[src/rtl/uart_rx_fifo.sv]
// ============================================================================
//  Module      : uart_rx_fifo
//  Description : UART receiver (majority-voted sampling, parity, framing
//                check) feeding a show-ahead receive FIFO with overrun flag.
//  Revision    : 1.0 - initial release
// ============================================================================
`default_nettype none

module uart_rx_fifo #(
    parameter int CLKS_PER_BIT = 868,
    parameter int DATA_BITS    = 8,
    parameter int PARITY       = 0,
    parameter int FIFO_DEPTH   = 16
) (
    input  logic                              clk,
    input  logic                              reset,
    input  logic                              rxd,
    input  logic                              rd_en,
    input  logic                              clr_err,
    output logic                              rd_valid,
    output logic [DATA_BITS-1:0]              rd_data,
    output logic                              rd_ferr,
    output logic                              rd_perr,
    output logic [$clog2(FIFO_DEPTH+1)-1:0]   fifo_count,
    output logic                              overrun,
    output logic                              busy
);

    localparam int c_cnt_w   = $clog2(CLKS_PER_BIT);
    localparam int c_ptr_w   = $clog2(FIFO_DEPTH);
    localparam int c_fcnt_w  = $clog2(FIFO_DEPTH+1);
    localparam int c_entry_w = DATA_BITS + 2;

    localparam logic [c_cnt_w-1:0]  c_half     = c_cnt_w'(CLKS_PER_BIT / 2);
    localparam logic [c_cnt_w-1:0]  c_samp1    = c_cnt_w'(CLKS_PER_BIT / 2 - 1);
    localparam logic [c_cnt_w-1:0]  c_samp3    = c_cnt_w'(CLKS_PER_BIT / 2 + 1);
    localparam logic [c_cnt_w-1:0]  c_cnt_last = c_cnt_w'(CLKS_PER_BIT - 1);
    localparam logic [3:0]          c_last_bit = 4'(DATA_BITS - 1);
    localparam logic [c_fcnt_w-1:0] c_depth    = c_fcnt_w'(FIFO_DEPTH);

    typedef enum logic [2:0] {
        S_IDLE   = 3'd0,
        S_START  = 3'd1,
        S_DATA   = 3'd2,
        S_PARITY = 3'd3,
        S_STOP   = 3'd4
    } state_t;

    state_t                 r_state;
    state_t                 w_state_next;

    logic [1:0]             r_sync;
    logic                   r_rxs_prev;
    logic                   w_rxs;
    logic                   w_start_edge;

    logic [c_cnt_w-1:0]     r_cnt;
    logic                   r_samp1;
    logic                   r_samp2;
    logic                   w_mid;
    logic                   w_maj;

    logic [3:0]             r_bit_idx;
    logic [DATA_BITS-1:0]   r_shift;
    logic                   r_perr;
    logic                   w_wr;

    logic [c_entry_w-1:0]   r_mem [FIFO_DEPTH];
    logic [c_ptr_w-1:0]     r_wr_ptr;
    logic [c_ptr_w-1:0]     r_rd_ptr;
    logic [c_fcnt_w-1:0]    r_count;
    logic                   r_overrun;
    logic                   w_full;
    logic                   w_pop;
    logic                   w_push;
    logic                   w_ovf;
    logic [c_entry_w-1:0]   w_head;

    // Input synchroniser; idle-high reset so no spurious start edge after reset
    always_ff @(posedge clk) begin
        if (reset) begin
            r_sync     <= 2'b11;
            r_rxs_prev <= 1'b1;
        end else begin
            r_sync     <= {r_sync[0], rxd};
            r_rxs_prev <= r_sync[1];
        end
    end

    assign w_rxs        = r_sync[1];
    assign w_start_edge = ~w_rxs & r_rxs_prev;

    always_ff @(posedge clk) begin
        if (reset) begin
            r_cnt   <= '0;
            r_samp1 <= 1'b1;
            r_samp2 <= 1'b1;
        end else begin
            if (r_state == S_IDLE || r_cnt == c_cnt_last)
                r_cnt <= '0;
            else
                r_cnt <= r_cnt + c_cnt_w'(1);
            if (r_cnt == c_samp1)
                r_samp1 <= w_rxs;
            if (r_cnt == c_half)
                r_samp2 <= w_rxs;
        end
    end

    // Third vote is the live sample on the decision cycle
    assign w_mid = (r_state != S_IDLE) && (r_cnt == c_samp3);
    assign w_maj = (r_samp1 & r_samp2) | (r_samp1 & w_rxs) | (r_samp2 & w_rxs);

    always_ff @(posedge clk) begin
        if (reset)
            r_state <= S_IDLE;
        else
            r_state <= w_state_next;
    end

    always_comb begin
        w_state_next = r_state;
        w_wr         = 1'b0;
        case (r_state)
            S_IDLE: begin
                if (w_start_edge)
                    w_state_next = S_START;
            end
            S_START: begin
                if (w_mid)
                    w_state_next = w_maj ? S_IDLE : S_DATA;
            end
            S_DATA: begin
                if (w_mid && r_bit_idx == c_last_bit)
                    w_state_next = (PARITY != 0) ? S_PARITY : S_STOP;
            end
            S_PARITY: begin
                if (w_mid)
                    w_state_next = S_STOP;
            end
            S_STOP: begin
                if (w_mid) begin
                    w_wr         = 1'b1;
                    w_state_next = S_IDLE;
                end
            end
            default: w_state_next = S_IDLE;
        endcase
    end

    always_ff @(posedge clk) begin
        if (reset) begin
            r_bit_idx <= '0;
            r_shift   <= '0;
            r_perr    <= 1'b0;
        end else begin
            if (r_state == S_START) begin
                r_bit_idx <= '0;
                r_perr    <= 1'b0;
            end
            if (r_state == S_DATA && w_mid) begin
                r_shift   <= {w_maj, r_shift[DATA_BITS-1:1]};
                r_bit_idx <= r_bit_idx + 4'd1;
            end
            // Odd parity errs on an even ones count, even parity on an odd count
            if (r_state == S_PARITY && w_mid)
                r_perr <= (PARITY == 1) ? ~(^r_shift ^ w_maj) : (^r_shift ^ w_maj);
        end
    end

    assign w_full = (r_count == c_depth);
    assign w_pop  = rd_en && rd_valid;
    assign w_push = w_wr && (!w_full || w_pop);
    assign w_ovf  = w_wr && w_full && !w_pop;

    always_ff @(posedge clk) begin
        if (w_push)
            r_mem[r_wr_ptr] <= {r_shift, ~w_maj, r_perr};
    end

    always_ff @(posedge clk) begin
        if (reset) begin
            r_wr_ptr  <= '0;
            r_rd_ptr  <= '0;
            r_count   <= '0;
            r_overrun <= 1'b0;
        end else begin
            if (w_push)
                r_wr_ptr <= r_wr_ptr + c_ptr_w'(1);
            if (w_pop)
                r_rd_ptr <= r_rd_ptr + c_ptr_w'(1);
            case ({w_push, w_pop})
                2'b10:   r_count <= r_count + c_fcnt_w'(1);
                2'b01:   r_count <= r_count - c_fcnt_w'(1);
                default: r_count <= r_count;
            endcase
            // A fresh overrun takes priority over a simultaneous clear
            if (w_ovf)
                r_overrun <= 1'b1;
            else if (clr_err)
                r_overrun <= 1'b0;
        end
    end

    // Memory is not reset, so the head is masked while empty
    assign w_head     = r_mem[r_rd_ptr];
    assign rd_valid   = (r_count != '0);
    assign rd_data    = rd_valid ? w_head[c_entry_w-1:2] : '0;
    assign rd_ferr    = rd_valid ? w_head[1] : 1'b0;
    assign rd_perr    = rd_valid ? w_head[0] : 1'b0;
    assign fifo_count = r_count;
    assign overrun    = r_overrun;
    assign busy       = (r_state != S_IDLE);

endmodule

`default_nettype wire

[config.mk]
export PLATFORM = sky130hd
export DESIGN_NAME = uart_rx_fifo
export DESIGN_NICKNAME = d
export VERILOG_FILES = /design/src/rtl/uart_rx_fifo.sv
export SDC_FILE = /design/constraint.sdc
export NUM_CORES = 1
export LEC_CHECK = 0
export ABC_AREA = 1
export CORE_MARGIN = 8
export CORE_UTILIZATION = 50
export DETAILED_ROUTE_END_ITERATION = 8
export GPL_TIMING_DRIVEN = 1
export PLACE_DENSITY = 0.69
export SYNTH_ARGS = -nofsm -noshare
export SYNTH_HDL_FRONTEND = slang
export SYNTH_SLANG_ARGS = --single-unit
[constraint.sdc]
create_clock -name clk -period 4.05 [get_ports clk]
set_input_delay 0.81 -clock clk [delete_from_list [all_inputs] [get_ports clk]]
set_output_delay 0.81 -clock clk [all_outputs]
set_load 0.02 [all_outputs]
==> results.md, run 1 <==
- Status: finished, final reports clean
- Global-route wire length before repair: 31000 um
- Net Sw Frac: a little under a third
- RSZ-0062 raised after global routing: false
- GRT Resource Usage Total: 17.6%
- Least-Margin Pin Slew: ~1.1 ns
- Largest net degree at the start of global routing: between 40 and 50
- Sequential cell area fraction in the yosys report: between 60% and 70%
- Ant diodes: 0
- Routed len/inst: roughly 19 um
- Mapped cell area: roughly 0.0086 mm^2
- Initial antenna violation count: 0
- CTS tree: built
- Main synth FF type: edfxtp_1
- Iteration-0 DRC Markers: 488
- Worst hold-check path type: reg2reg
- Final Cycle Share: between 90% and 100%
- Final Max Tran Viols: 0
- Nets@finish: about 810
- CORE AREA: 0.0171 mm^2
- Starting Density: about half
- Gate power share: 25.7%
- Hold-fix buffers at CTS: 0
- Area Overhead vs Synth: 14.0%
- NetSw: around 1.8 mW
- Via-per-instance ratio: 5.77
- Drc violations: 0
- Final WS setup: roughly 0.22 ns
- Clk buf depth: 3
- Peak VDD IR: roughly 0.35 mV
- TritonCTS Buffers: 22
- Pwr/cell area: a little under 600 mW/mm^2
- Die area: 0.0217 mm^2
- Layout cells sized above 1: about a tenth
- RR Startpoint: r_cnt[0]$_SDFF_PP0_
- Io pins: 23
- Worst Hold Launch: r_sync[0]$_SDFF_PP1_
- Worst Setup End Kind: output pin
- Post-CTS sizing: 0
- CP Launch Type: flop
- Synth cell types: 39
- First drt pass iteration count: 5
- IO Port Bufs: 22
- Clk sink count: roughly 210
- Internal cell power: approximately 4 mW
- Mapped Cells: around 770
- Synth async-reset ratio: 0%
- Mean Syn Cell Area: 11.3 um^2
- Worst-path clk slew: approximately 0.060 ns
- Total grt overflow: 0
- Syn nets: roughly 780
- GPL Wtd Cong: 0.843
- Setup TNS Final: 0 ns
- Vias: between 5000 and 6000
- Tmin final: 3.83 ns
- Yosys Warn Count: 0
- Skew final: about 0.0098 ns
- Final Hold Vio Count: 0
- # setup viols final: 0
- Post-synth EDFFs: 160
- Dpl ws: 0.796 ns
- Synth Register Bits: about 210
- Post-CTS Setup Inserts: 0
- Hpwl dp: around 12000 um
- Max Freq: around 260 MHz
- Sequential power share: 42.1%
- Kind of critical path: reg2out
- Total of max-cap violations: 0
- Relative slew slack: between 20% and 30%
- CP max FO: 48
- Final wirelength: roughly 19000 um
- Clock network power share: between 30% and 40%
- Later-pin clock latency in the skew report: between 0.4 and 0.5 ns
- H-Tree Depth: 1
- Core Rows: 48
- Worst endpoint data arrival time: 3.02 ns
- Vias in the first global route: ~6000
- Worst EP required: 3.24 ns
- Die Height: 147 um
- Lkg Pwr: approximately 3.5 nW
- Chip Width: between 100 and 150 um
- CTS root buffer: clkbuf_16
- ANT nets after route: 0
[state kept, by name, indices dropped and copies added (netlist names), 3 cells and up, named ones only]
name,count
r_wr_ptr,4
r_mem,160
r_shift,8
r_state,3
fifo_count,5
r_bit_idx,4
r_rd_ptr,4
r_cnt,10
[final cells by class]
cell class,count,area [um^2]
Fill cell,1361,7270
Sequential cell,209,5790
Multi-Input combinational cell,472,2530
Clock buffer,31,606
Timing Repair Buffer,43,390
Tap cell,225,282
Inverter,50,190
Clock inverter,9,62.6
[metrics by stage]
stage / hold slack, ns / instances / instance area (um^2) / utilization, % / power (mW)
global route: 0.440 / 1039 / 9840 / 57.5 / 6.05
floorplan: 0.389 / 765 / 8640 / - / 3.44
finish: 0.418 / 1039 / 9840 / 57.5 / 5.78
CTS: 0.419 / 1039 / 9840 / 57.5 / 5.81
detailed placement: 0.405 / 999 / 9180 / 53.6 / 3.96
global placement: 0.403 / 999 / 9180 / 53.6 / 3.91
[placed cells by master, fill, tap and decap left out, types with 3 or more instances in the layout]
cell / n
o21ai_0: 102
nand2_4: 3
a21oi_1: 42
ha_1: 11
clkdlybuf4s50_1: 22
nor2_2: 3
nand3_1: 26
clkbuf_1: 8
nand3_2: 4
edfxtp_1: 160
inv_1: 43
inv_2: 5
buf_4: 20
nor2_1: 125
nand2_2: 3
nor3_1: 6
xor2_1: 4
o221ai_1: 30
clkbuf_16: 23
nand4_1: 5
clkinv_1: 7
nand2_1: 68
xnor2_1: 8
o22ai_1: 10
dfxtp_1: 48
[path summary, 6_finish.rpt]
kind	to	slack, ns	depth (start not counted)
hold reg to reg	r_sync[1]$_SDFF_PP1_	0.42	1
setup / recovery	rd_perr	0.22	7
hold / removal	r_sync[1]$_SDFF_PP1_	0.42	1
setup reg to reg	r_mem[11][2]$_DFFE_PP_	1.28	7
[worst max-delay path: stages (launching register included)]
cell and delay (ns):
dfxtp_2 0.52, inv_2 0.13, buf_4 0.41, o21ai_0 0.18, o221ai_1 0.28, nand3_1 0.11
a21oi_1 0.19, clkdlybuf4s50_1 0.65
[synth_stat cells, drive strengths merged, types with 2 or more instances]
cell	number	share of area (%)
inv	48	2.1
xor2	4	0.41
buf	3	0.20
or2	2	0.14
xnor2	8	0.81
a21oi	43	2.6
o21ai	103	6.0
ha	11	1.6
a31oi	2	0.14
nand4	5	0.36
nor3	7	0.54
o221ai	30	3.0
o22ai	10	0.72
nor2	130	5.9
a211oi	4	0.46
clkinv	2	0.087
nand2	74	3.6
o311ai	3	0.39
nand3	31	2.2
nor4	2	0.14
o21a	2	0.17
edfxtp	160	56
clkbuf	31	1.3
dfxtp	49	11
[power groups by stage]
| stage | sequential, mW | combinational (mW) | clock, mW |
|---|---|---|---|
| detailed placement | 2.48 | 1.48 | 0 |
| global route | 2.45 | 1.63 | 1.96 |
| floorplan | 2.46 | 0.982 | 0 |
| CTS | 2.43 | 1.49 | 1.89 |
| finish | 2.44 | 1.49 | 1.86 |
| global placement | 2.47 | 1.44 | 0 |
[cell families (layout without fill, tap and decap cells)]
logic type | count (synthesis) | in the layout | share of synthesized area (%)
xor+xnor | 12 | 12 | 1.22
simple gates | 251 | 251 | 12.8
fa+ha+maj | 11 | 11 | 1.59
flops | 209 | 209 | 67.0
buf+inv | 84 | 133 | 3.75
compound gates | 198 | 198 | 13.6
[metal layers]
layer,vias to the layer above,wire length (um),track usage [%]
met2,238,9750,30.7
met5,-,0,0
met3,30,1310,3.33
met4,0,301,4.90
met1,2913,8020,21.8
li1,2812,-,-
Power figures use the tool's default switching activity.
==> inputs of run 2 (changes only) <==
--- a/config.mk
+++ b/config.mk
@@ -10,6 +10,7 @@
 export CORE_UTILIZATION = 50
 export DETAILED_ROUTE_END_ITERATION = 8
 export GPL_TIMING_DRIVEN = 1
+export MAX_ROUTING_LAYER = met4
 export PLACE_DENSITY = 0.69
 export SYNTH_ARGS = -nofsm -noshare
 export SYNTH_HDL_FRONTEND = slang
==> run 2 against run 1 <==
Against the previous run:
- non-clock buffer count did not move
- hold slack about the same
- critical path depth stayed put
- via count is 0.45% lower
- worst setup slack gained 0.030 ns
- sequential share of layout area unchanged
- critical endpoint unchanged
==> results.md, run 2 (synthesis gave the netlist of run 1 again) <==
- Status: finished, final reports clean
- TritonCTS Buffers: 22
- GRT Resource Usage Total: between 10% and 20%
- Relative slew slack: between 20 and 30%
- Ant diodes: 0
- Lkg Pwr: ~3.5 nW
- M1 GR Usage: between 20% and 30%
- Least-Margin Pin Slew: ~1.1 ns
- Vias in the first global route: about 6000
- Most frequent cells in the layout: edfxtp_1, nor2_1, o21ai_0
- IO Port Bufs: 22
- CP max-delay cell: clkdlybuf4s50_1
- Global-route wire length before repair: between 30000 and 40000 um
- Routed len/inst: approximately 19 um
- Kind of critical path: reg2out
- Core Rows: 48
- Clock network power share: 32.2%
- GR Util met3: approximately 3.1%
- NetSw: 1.81 mW
- Crit-path cells: inv_2, buf_4, o21ai_0, o221ai_1, nand3_1, a21oi_1, clkdlybuf4s50_1
- Layout cells sized above 1: 9.46%
- Final Hold Vio Count: 0
- CORE AREA: about 0.017 mm^2
- # setup viols final: 0
- Most common cell after layout, fill and taps aside: edfxtp_1
- Biggest regs: r_mem x160, r_cnt x10, r_shift x8
- Worst hold-check path type: reg2reg
- Area of the multi-input gates: 0.00253 mm^2
- GR Util met2: a little under a third
- Drc violations: 0
- RSZ-0062 raised after global routing: false
- Starting Density: around half
- Nets@finish: slightly above 800
- Setup TNS Final: 0 ns
- First drt pass iteration count: 5
- Die area: approximately 0.022 mm^2
- Max Freq: between 200 and 300 MHz
- Final wirelength: approximately 19000 um
- Finished Core Util: between 50% and 60%
- Total of max-cap violations: 0
- Final Cycle Share: a little over nine tenths
- Grt peak-use layer: met2
- Sequential Area: 0.00579 mm^2
- Worst endpoint data arrival time: ~3 ns
- Io pins: 23
- Hold-fix buffers at CTS: 0
- Via-per-instance ratio: between 5 and 6
- Sequential power share: between 40 and 50%
- Later-pin clock latency in the skew report: 0.49 ns
- CP max FO: 48
- CP Launch Type: flop
- Net Sw Frac: 31.2%
- Final Max Tran Viols: 0
- Skew final: approximately 0.012 ns
- Post-CTS sizing: 0
- Finished Cell Area: approximately 0.01 mm^2
- Worst-path clk slew: roughly 0.060 ns
- Area Overhead vs Synth: 14.0%
- Chip Width: 147 um
- Pwr/cell area: just under 600 mW/mm^2
- Vias: 5966
- R2r setup slk: between 1 and 1.5 ns
- Clk sink count: between 200 and 250
- H-Tree Depth: 1
- Max FFs per register: 160
- Clk buf depth: 3
- Most flops, register: r_mem
- Largest stage delay on the critical path: 0.65 ns
- Hpwl dp: approximately 12000 um
- Worst EP required: approximately 3.2 ns
- Placed inst area: about 0.0092 mm^2
- Fin Hold WS: roughly 0.42 ns
- Total grt overflow: 0
- Die Height: between 100 and 150 um
- Iteration-0 DRC Markers: 430
- Initial antenna violation count: 0
- Post-CTS Setup Inserts: 0
- Worst Setup End Kind: output pin
- Internal cell power: a little under 4 mW
- CTS tree: built
- Largest net degree at the start of global routing: 49
- Tmin final: around 3.8 ns
- Gate power share: between 20 and 30%
- Layout filler cell count: 1361
- ANT nets after route: 0
- GPL Wtd Cong: between 0.8 and 0.9
- Power Total: ~5.8 mW
- Peak VDD IR: between 0.3 and 0.4 mV
- CTS root buffer: clkbuf_16
## run 2: worst paths after layout
kind,start,to,cells past startpoint
max,flop,rd_perr,7
min,r_sync[0]$_SDFF_PP1_,r_sync[1]$_SDFF_PP1_,1
max reg2reg,r_cnt[0]$_SDFF_PP0_,r_mem[11][2]$_DFFE_PP_,7
min reg2reg,r_sync[0]$_SDFF_PP1_,r_sync[1]$_SDFF_PP1_,1
## run 2: layer usage
metal	vias up	wire (um)
met5	-	0
met4	0	276
met3	26	1270
met2	232	9750
met1	2894	8030
li1	2814	-
## run 2: area by class of cell
cell class	instances	share of cell area (%)
Clock inverter	9	0.635
Clock buffer	31	6.15
Inverter	50	1.93
Timing Repair Buffer	43	3.97
Tap cell	225	2.86
Multi-Input combinational cell	472	25.7
Sequential cell	209	58.8
## run 2: per-stage QoR
stage	setup slack (ns)	std cells
2_1_floorplan	1.70	765
3_3_place_gp	0.851	999
3_5_place_dp	0.796	999
4_1_cts	0.277	1039
5_1_grt	0.0961	1039
6_report	0.254	1039
## run 2: power groups by stage
stage               clock [mW]  combinational [mW]  sequential (mW)
floorplan                    0               0.982             2.46
global placement             0                1.44             2.47
detailed placement           0                1.48             2.48
CTS                       1.89                1.49             2.43
global route              1.96                1.64             2.45
finish                    1.86                1.49             2.43
## run 2: worst max-delay path, delay by kind of cell, from the launching register on
| family | cells | cell delay, ns |
|---|---|---|
| flip-flops | 1 | 0.52 |
| buffers and inverters | 3 | 1.19 |
| AO/OA/AOI/OAI | 3 | 0.62 |
| AND/OR/NAND/NOR | 1 | 0.11 |
==> inputs of run 3 (changes only) <==
--- a/config.mk
+++ b/config.mk
@@ -11,7 +11,7 @@
 export DETAILED_ROUTE_END_ITERATION = 8
 export GPL_TIMING_DRIVEN = 1
 export MAX_ROUTING_LAYER = met4
-export PLACE_DENSITY = 0.69
+export PLACE_DENSITY = 0.71
 export SYNTH_ARGS = -nofsm -noshare
 export SYNTH_HDL_FRONTEND = slang
 export SYNTH_SLANG_ARGS = --single-unit
==> constraint.sdc (replaced) <==
create_clock -name clk -period 3 [get_ports clk]
set_input_delay 0.6 -clock clk [delete_from_list [all_inputs] [get_ports clk]]
set_output_delay 0.6 -clock clk [all_outputs]
set_load 0.02 [all_outputs]
==> run 3 against run 2 <==
Against the previous run:
- sequential power increased by 34%
- die area unchanged
- global-route usage grew 1.4 points
- highest routed layer unchanged
- cell area is 2.5% higher
==> results.md, run 3 (synthesis gave the netlist of run 1 again) <==
- Status: finished, final reports clean
- Relative slew slack: 26.7%
- RR Startpoint: r_cnt[0]$_SDFF_PP0_
- Worst Setup End Kind: output pin
- WHS Endpoint: r_sync[1]$_SDFF_PP1_
- Skew final: approximately 0.018 ns
- Final Cycle Share: between 90% and 100%
- Routed len/inst: about 20 um
- CP Launch Type: flop
- Least-Margin Pin Slew: roughly 1.1 ns
- Chip Width: about 150 um
- Hold-fix buffers at CTS: 0
- Final wirelength: approximately 21000 um
- FF-to-FF End: r_mem[6][6]$_DFFE_PP_
- Placed inst area: between 0.009 and 0.01 mm^2
- GRT Resource Usage Total: about a fifth
- Clk buf depth: 3
- GPL Wtd Cong: around 0.86
- Nets@finish: between 800 and 900
- Final Max Tran Viols: 0
- Initial antenna violation count: 0
- Area Overhead vs Synth: 16.8%
- Worst hold-check path type: reg2reg
- Later-pin clock latency in the skew report: 0.50 ns
- First drt pass iteration count: 5
- IO Port Bufs: 22
- # setup viols final: 0
- Io pins: 23
- WHS Path Cells: 1
- Largest net degree at the start of global routing: between 40 and 50
- Biggest regs: r_mem x160, r_cnt x10, r_shift x8
- Non-Filler Instances: about 1000
- Lkg Pwr: ~3.6 nW
- Worst endpoint data arrival time: 2.35 ns
- Worst-path clk slew: approximately 0.060 ns
- CP max FO: 29
- Starting Density: between 50 and 60%
- Peak VDD IR: approximately 0.6 mV
- ANT nets after route: 0
- R2r setup slk: around 0.28 ns
- CTS root buffer: clkbuf_16
- Layout cells sized above 1: 12.4%
- Max FFs per register: 160
- Worst EP required: ~2.4 ns
- CORE AREA: about 0.017 mm^2
- Setup TNS Final: 0 ns
- Total of max-cap violations: 0
- Via-per-instance ratio: 5.81
- Placed insts: 1001
- Vias: just over 6000
- Core Rows: 48
- Final Hold Vio Count: 0
- Iteration-0 DRC Markers: ~620
- Finished Cell Area: a little over 0.01 mm^2
- Vias in the first global route: approximately 6000
- Drc violations: 0
- Worst Hold Launch: r_sync[0]$_SDFF_PP1_
- H-Tree Depth: 1
- Global-route wire length before repair: roughly 33000 um
- Tmin final: 2.95 ns
- Pwr/cell area: 819 mW/mm^2
- Most common cell after layout, fill and taps aside: edfxtp_1
- Power Total: 8.26 mW
- CTS tree: built
- TritonCTS Buffers: 22
- Die area: approximately 0.022 mm^2
- Most frequent cells in the layout: edfxtp_1, nor2_1, o21ai_0
- FF-to-FF path depth: 7
- Clk sink count: 209
- Max Freq: roughly 340 MHz
- Hpwl dp: 12900 um
- Kind of critical path: reg2out
- Total grt overflow: 0
- Die Height: about 150 um
- Most flops, register: r_mem
- Ant diodes: 0
-- run 3: cell types whose count changed in the layout (fill, tap and decap cells not counted), moves of 4 or more --
cell | previous run | this run
clkdlybuf4s50_1 | 22 | 12
o21ai_1 | 1 | 5
o21ai_0 | 102 | 98
dlygate4sd2_1 | 0 | 4
clkinv_1 | 7 | 2
-- run 3: worst max-delay path by stage --
| stage | startpoint | endpoint | slack (ns) |
|---|---|---|---|
| floorplan | flop | rd_data[5] | 0.86 |
| global placement | flop | rd_data[3] | 0.22 |
| detailed placement | flop | rd_data[3] | 0.16 |
| CTS | flop | rd_perr | -0.007 |
| global route | flop | rd_perr | -0.01 |
| finish | flop | rd_perr | 0.05 |
-- run 3: layout make-up --
| cell class | instances | area (um^2) |
|---|---|---|
| tap | 225 | 282 |
| inverter | 50 | 203 |
| timing repair buffer | 50 | 514 |
| sequential | 209 | 5790 |
| fill | 1345 | 7020 |
| multi-input combinational | 472 | 2540 |
| clock inverter | 8 | 116 |
| clock buffer | 32 | 643 |
-- run 3: what timing repair did --
item | in CTS | in global routing
resized for setup | 21 | 14
gates cloned | 2 | 0
pin swaps | 0 | 0
endpoints found under the setup margin | 10 | 9
buffers inserted | 3 | 0
-- run 3: report_power, final --
| group | switching [mW] | internal (mW) | total [mW] |
|---|---|---|---|
| Combinational | 1.41 | 0.777 | 2.18 |
| Clock | 1.07 | 1.75 | 2.82 |
| Sequential | 0.108 | 3.15 | 3.26 |
-- run 3: per-layer routing --
| layer | track usage, % | share of wire [%] | vias up |
|---|---|---|---|
| met5 | - | 0 | - |
| met1 | 23.4 | 40 | 2930 |
| li1 | - | - | 2829 |
| met4 | 6.22 | 3.0 | 0 |
| met2 | 32.4 | 49 | 270 |
| met3 | 4.04 | 8.0 | 52 |
-- run 3: worst max-delay path, stage by stage, from the launching register on --
cell and delay, ns:
dfxtp_4 0.38, clkinv_4 0.11, bufbuf_16 0.33, o21ai_0 0.09
o221ai_1 0.23, nand3_1 0.19, a21oi_2 0.23, clkdlybuf4s15_2 0.29
-- run 3: per-stage QoR --
stage	util (%)	worst slack [ns]	hold slack, ns
detailed placement	53.8	0.161	0.404
CTS	58.9	-0.00678	0.422
global route	59.0	-0.0111	0.445
finish	59.0	0.0542	0.416
floorplan	-	0.857	0.389
global placement	53.8	0.218	0.401
